[src/rtl/rom_fetch_adapter.sv]
// rtl/rom_fetch_adapter.sv - host fetch front end for the boot ROM
// One-deep ROM pipe feeding a 3-entry in-order response FIFO; illegal requests bypass the ROM.
module rom_fetch_adapter #(
  parameter int Width = 32,
  parameter int Depth = 2048,
  parameter int Aw    = $clog2(Depth)
) (
  input  logic             clk_i,
  input  logic             rst_ni,
  input  logic             req_valid_i,
  output logic             req_ready_o,
  input  logic [31:0]      req_addr_i,
  input  logic             req_we_i,
  output logic             rsp_valid_o,
  input  logic             rsp_ready_i,
  output logic [Width-1:0] rsp_rdata_o,
  output logic             rsp_err_o,
  output logic             rom_cs_o,
  output logic [Aw-1:0]    rom_addr_o,
  input  logic [Width-1:0] rom_rdata_i,
  input  logic             rom_dvalid_i,
  output logic             alert_o
);

  localparam logic [29:0] DepthW = 30'(Depth);

  logic [Width:0] mem_q [3];
  logic [1:0]     wr_ptr_q, rd_ptr_q, count_q, count_d;
  logic           pipe_v_q, pipe_err_q, alert_q;
  logic           acc, err, push, pop, dv_exp;

  function automatic logic [1:0] ptr_inc(input logic [1:0] p);
    return (p == 2'd2) ? 2'd0 : p + 2'd1;
  endfunction

  // Full 30-bit word index compared against Depth so high address bits cannot alias.
  assign err = req_we_i | (req_addr_i[1:0] != 2'b00) | (req_addr_i[31:2] >= DepthW);
  assign acc = req_valid_i & req_ready_o;

  assign rom_cs_o   = acc & ~err;
  assign rom_addr_o = req_addr_i[Aw+1:2];

  // Credit counts the in-flight pipe slot so a capture always finds room.
  assign req_ready_o = ({1'b0, count_q} + {2'b00, pipe_v_q}) < 3'd3;

  assign push        = pipe_v_q;
  assign rsp_valid_o = (count_q != 2'd0);
  assign pop         = rsp_valid_o & rsp_ready_i;
  assign rsp_rdata_o = mem_q[rd_ptr_q][Width:1];
  assign rsp_err_o   = mem_q[rd_ptr_q][0];

  assign dv_exp  = pipe_v_q & ~pipe_err_q;
  assign alert_o = alert_q;

  always_comb begin
    count_d = count_q;
    case ({push, pop})
      2'b10:   count_d = count_q + 2'd1;
      2'b01:   count_d = count_q - 2'd1;
      default: count_d = count_q;
    endcase
  end

  always_ff @(posedge clk_i or negedge rst_ni) begin
    if (!rst_ni) begin
      pipe_v_q   <= 1'b0;
      pipe_err_q <= 1'b0;
      alert_q    <= 1'b0;
      wr_ptr_q   <= 2'd0;
      rd_ptr_q   <= 2'd0;
      count_q    <= 2'd0;
      for (int i = 0; i < 3; i++) mem_q[i] <= '0;
    end else begin
      pipe_v_q   <= acc;
      pipe_err_q <= err;
      count_q    <= count_d;
      alert_q    <= alert_q | (rom_dvalid_i != dv_exp);
      if (push) begin
        mem_q[wr_ptr_q] <= {(pipe_err_q ? {Width{1'b0}} : rom_rdata_i), pipe_err_q};
        wr_ptr_q        <= ptr_inc(wr_ptr_q);
      end
      if (pop) rd_ptr_q <= ptr_inc(rd_ptr_q);
    end
  end

endmodule

[config.mk]
export PLATFORM = sky130hd
export DESIGN_NAME = rom_fetch_adapter
export DESIGN_NICKNAME = d
export VERILOG_FILES = /design/src/rtl/rom_fetch_adapter.sv
export SDC_FILE = /design/constraint.sdc
export NUM_CORES = 1
export LEC_CHECK = 0
export CAP_MARGIN = 30
export CORE_ASPECT_RATIO = 0.5
export CORE_MARGIN = 2
export CORE_UTILIZATION = 50
export DETAILED_ROUTE_END_ITERATION = 12
export GPL_ROUTABILITY_DRIVEN = 0
export GPL_TIMING_DRIVEN = 0
export PLACE_DENSITY = 0.8
export REMOVE_ABC_BUFFERS = 1
export SYNTH_ARGS = -nofsm -noshare
export SYNTH_HDL_FRONTEND = slang
export SYNTH_SLANG_ARGS = --single-unit
[constraint.sdc]
create_clock -name clk_i -period 1.9 [get_ports clk_i]
set_clock_uncertainty 0.15 [all_clocks]
set_input_delay 0.38 -clock clk_i [delete_from_list [all_inputs] [get_ports clk_i]]
set_output_delay 0.38 -clock clk_i [all_outputs]
set_load 0.02 [all_outputs]
==> flow_metrics.tcl <==
set metrics [dict create \
    outcome "finished with violations" \
    violations "setup timing" \
    grt_pass1_wl_mm 19.1 \
    layout-drive-gt1-share 0.255 \
    vias 4053 \
    crit_path_cell_trace "buf_12 > nor2b_4 > clkbuf_16 > nand2_1 > o21ai_2 > buf_6" \
    min_period_over_period 1.19 \
    antenna_found_initial 0 \
    drv_slew 0 \
    portBuffers 95 \
    fin_tns_setup_ps -9800 \
    slew_headroom 0.607 \
    initial_core_util 0.518 \
    area.growth.synth_to_final_pct 39.4 \
    drtAntennaViolNets 0 \
    wl_per_cell_um 17.1 \
    grt_pass1_vias 3878 \
    fill_cells 623 \
    grt_setup_unrepaired "true" \
    numCtsBuffers 9 \
    cp-end-kind "primary output" \
    yosysWarnings 0 \
    drc 0 \
    yosysSeqAreaShare 0.547 \
    setup.worst_path.start "rd_ptr_q[1]$_DFFE_PN0P_" \
    hold_viol_final 0 \
    drt-total-wl_mm 13.0 \
    holdCritStartpoint "alert_o$_DFF_PN0_" \
    whs_ps 323 \
    cts_tree "done" \
    fin_ws_ps -360 \
    core-area_sq_mm 0.00954 \
    cp.arrival_ps 1730 \
    final_cell_count_no_fill 759 \
    fin_crit_ps 2260 \
    max_cap_viol_count 0 \
    die_w_um 145 \
    dieHeight_um 74.3 \
    cp_slowest_cell "dfrtp_4" \
    multiInputGateArea_sq_mm 0.00223 \
    clk_latency_ps 330 \
    start_kind "flip-flop" \
    worstPathRequired_ps 1370 \
    clkSlewWorstSetupHoldPaths_ps 60 \
    p_per_area_mw_per_mm2 1240 \
    io_pins 118 \
    setup-violations-final 35 \
    dp_cells 710 \
    power_leakage_nw 3.02 \
    dp_hpwl_mm 7.06 \
    cts-root-buf "clkbuf_16" \
    totalPowerFinal_mw 8.54 \
    syn_inst 519 \
    nets 692 \
    diodes 0 \
    via_per_inst 5.34 \
    num_rows 25 \
    yosysUniqueCellTypes 31 \
    syn_area_per_cell_sq_um 9.52 \
    r2r-start "pipe_v_q$_DFF_PN0_" \
    crit_family "buffers and inverters" \
    max_freq_mhz 442 \
    syn_area_sq_mm 0.00494 \
    ys_seq_elements 108 \
    grt_max_degree 66 \
    cts_sinks 108 \
    cp_max_fo 8 \
    drt_iter0_markers 311 \
    dieArea_sq_mm 0.0107 \
    htree_num_levels 3 \
    criticalPathCategory "reg -> out" \
    dr.pass1.iters 5 \
    clock_path_buffers 2 \
    grt-ovfl-total 0 \
    worstMarginPinSlew_ps 590 \
    ir_drop_v 0.000856 \
    track_usage 0.234 \
    hp-class "reg -> reg" \
    slowest_delay_ps 500 \
    seq_area_sq_mm 0.00271 \
    critical_path_buf_inv_count 3 \
]
-- power breakdown --
part | switching, mW | internal [mW]
logic | 1.95 | 1.69
clock network | 0.809 | 1.09
registers | 0.299 | 2.71
-- layer usage --
layer  up-vias  GRT usage  wire (um)
li1       1934          -          -
met1      1944      0.308       5470
met2       157      0.388       6360
met3        18     0.0663        968
met4         0     0.0647        155
met5         -          0          0
-- metrics by stage --
stage / instance area, sq um / utilization / worst slack (ps)
6_report: 6890 / 0.722 / -360
5_1_grt: 6890 / 0.722 / -413
4_1_cts: 6550 / 0.686 / -358
3_5_place_dp: 5980 / 0.627 / -1280
3_3_place_gp: 5790 / 0.607 / -3680
2_1_floorplan: 4670 / - / -1260
-- synth_stat cells --
library cell    n  area share
a21o_1          1      0.0015
nor3b_1         1      0.0015
xnor2_1         2      0.0035
nor4_1          5      0.0063
and2_1          1      0.0013
o21ai_0       122        0.12
buf_1           2      0.0015
o21ai_1         5      0.0051
nand2_1       130       0.099
nand2b_1       32       0.041
mux2_2          3      0.0068
nor2_1          2      0.0015
inv_1           4      0.0030
nor3_1          1      0.0010
or3b_1          1      0.0018
nor2b_1         1      0.0013
o21ai_2         6       0.011
xor2_1          1      0.0018
a21oi_1         1      0.0010
buf_4          11       0.017
or3_1           1      0.0013
or2_2           2      0.0025
buf_6           5       0.011
dfrtp_1       108        0.55
ha_1            3      0.0076
nand4_1         1      0.0013
mux2i_1        33       0.067
clkbuf_1       19       0.014
mux2_4          1      0.0030
buf_2          11       0.011
nand3b_1        3      0.0046
-- flip-flops by register name (all words and copies together) (netlist names) --
register    count
pipe_err_q      1
mem_q          99
count_q         2
rd_ptr_q        2
pipe_v_q        1
alert_o         1
wr_ptr_q        2
-- path summary, 6_finish.rpt --
kind                                         endpoint  slack (ps)  depth (start not counted)
worst max register to register  mem_q[67]$_DFFE_PN0P_         110                          5
worst min-delay path                alert_o$_DFF_PN0_         320                          1
worst min register to register      alert_o$_DFF_PN0_         320                          1
worst max-delay path                  rsp_rdata_o[30]        -360                          6
max in group asynchronous       mem_q[15]$_DFFE_PN0P_         440                          3
min in group asynchronous        mem_q[2]$_DFFE_PN0P_         440                          2
-- worst register-to-register path, stage by stage, from the launching register on --
cell and delay, ps:
dfrtp_1 360, buf_4 110, buf_4 140, or3b_2 650, nand2_1 160, o21ai_0 100
-- layout by cell type (no fill, tap or decap), drive strengths merged, types with 3 or more instances in the layout --
cell type,instances
buf,73
clkbuf,15
clkdlybuf4s50,58
dfrtp,108
ha,3
inv,4
mux2,4
mux2i,33
nand2,130
nand2b,32
nand3b,3
nor4,5
o21ai,133
-- repair_timing --
action	4_1_cts	5_1_grt
endpoints found under the hold margin	43	0
hold buffers	1	0
pin swaps	16	11
cloned	3	3
setup buffers	22	6
setup endpoints to repair	53	36
gates resized for setup	263	75
-- logic make-up after synthesis --
logic type / count (synthesis) / synth area share
xor+xnor: 3 / 0.00532
fa+ha+maj: 3 / 0.00760
compound gates: 135 / 0.142
simple gates: 181 / 0.164
flops: 108 / 0.547
buf+inv: 52 / 0.0582
mux: 37 / 0.0767
-- cell type report --
| type | count | area share |
|---|---|---|
| repair buffers | 135 | 0.213 |
| multi-input cells | 361 | 0.323 |
| well taps | 135 | 0.0245 |
| clock buffers | 12 | 0.0372 |
| inverters | 4 | 0.00218 |
| clock inverters | 4 | 0.00690 |
| flip-flops and latches | 108 | 0.393 |
(Power assumes the default switching activity.)
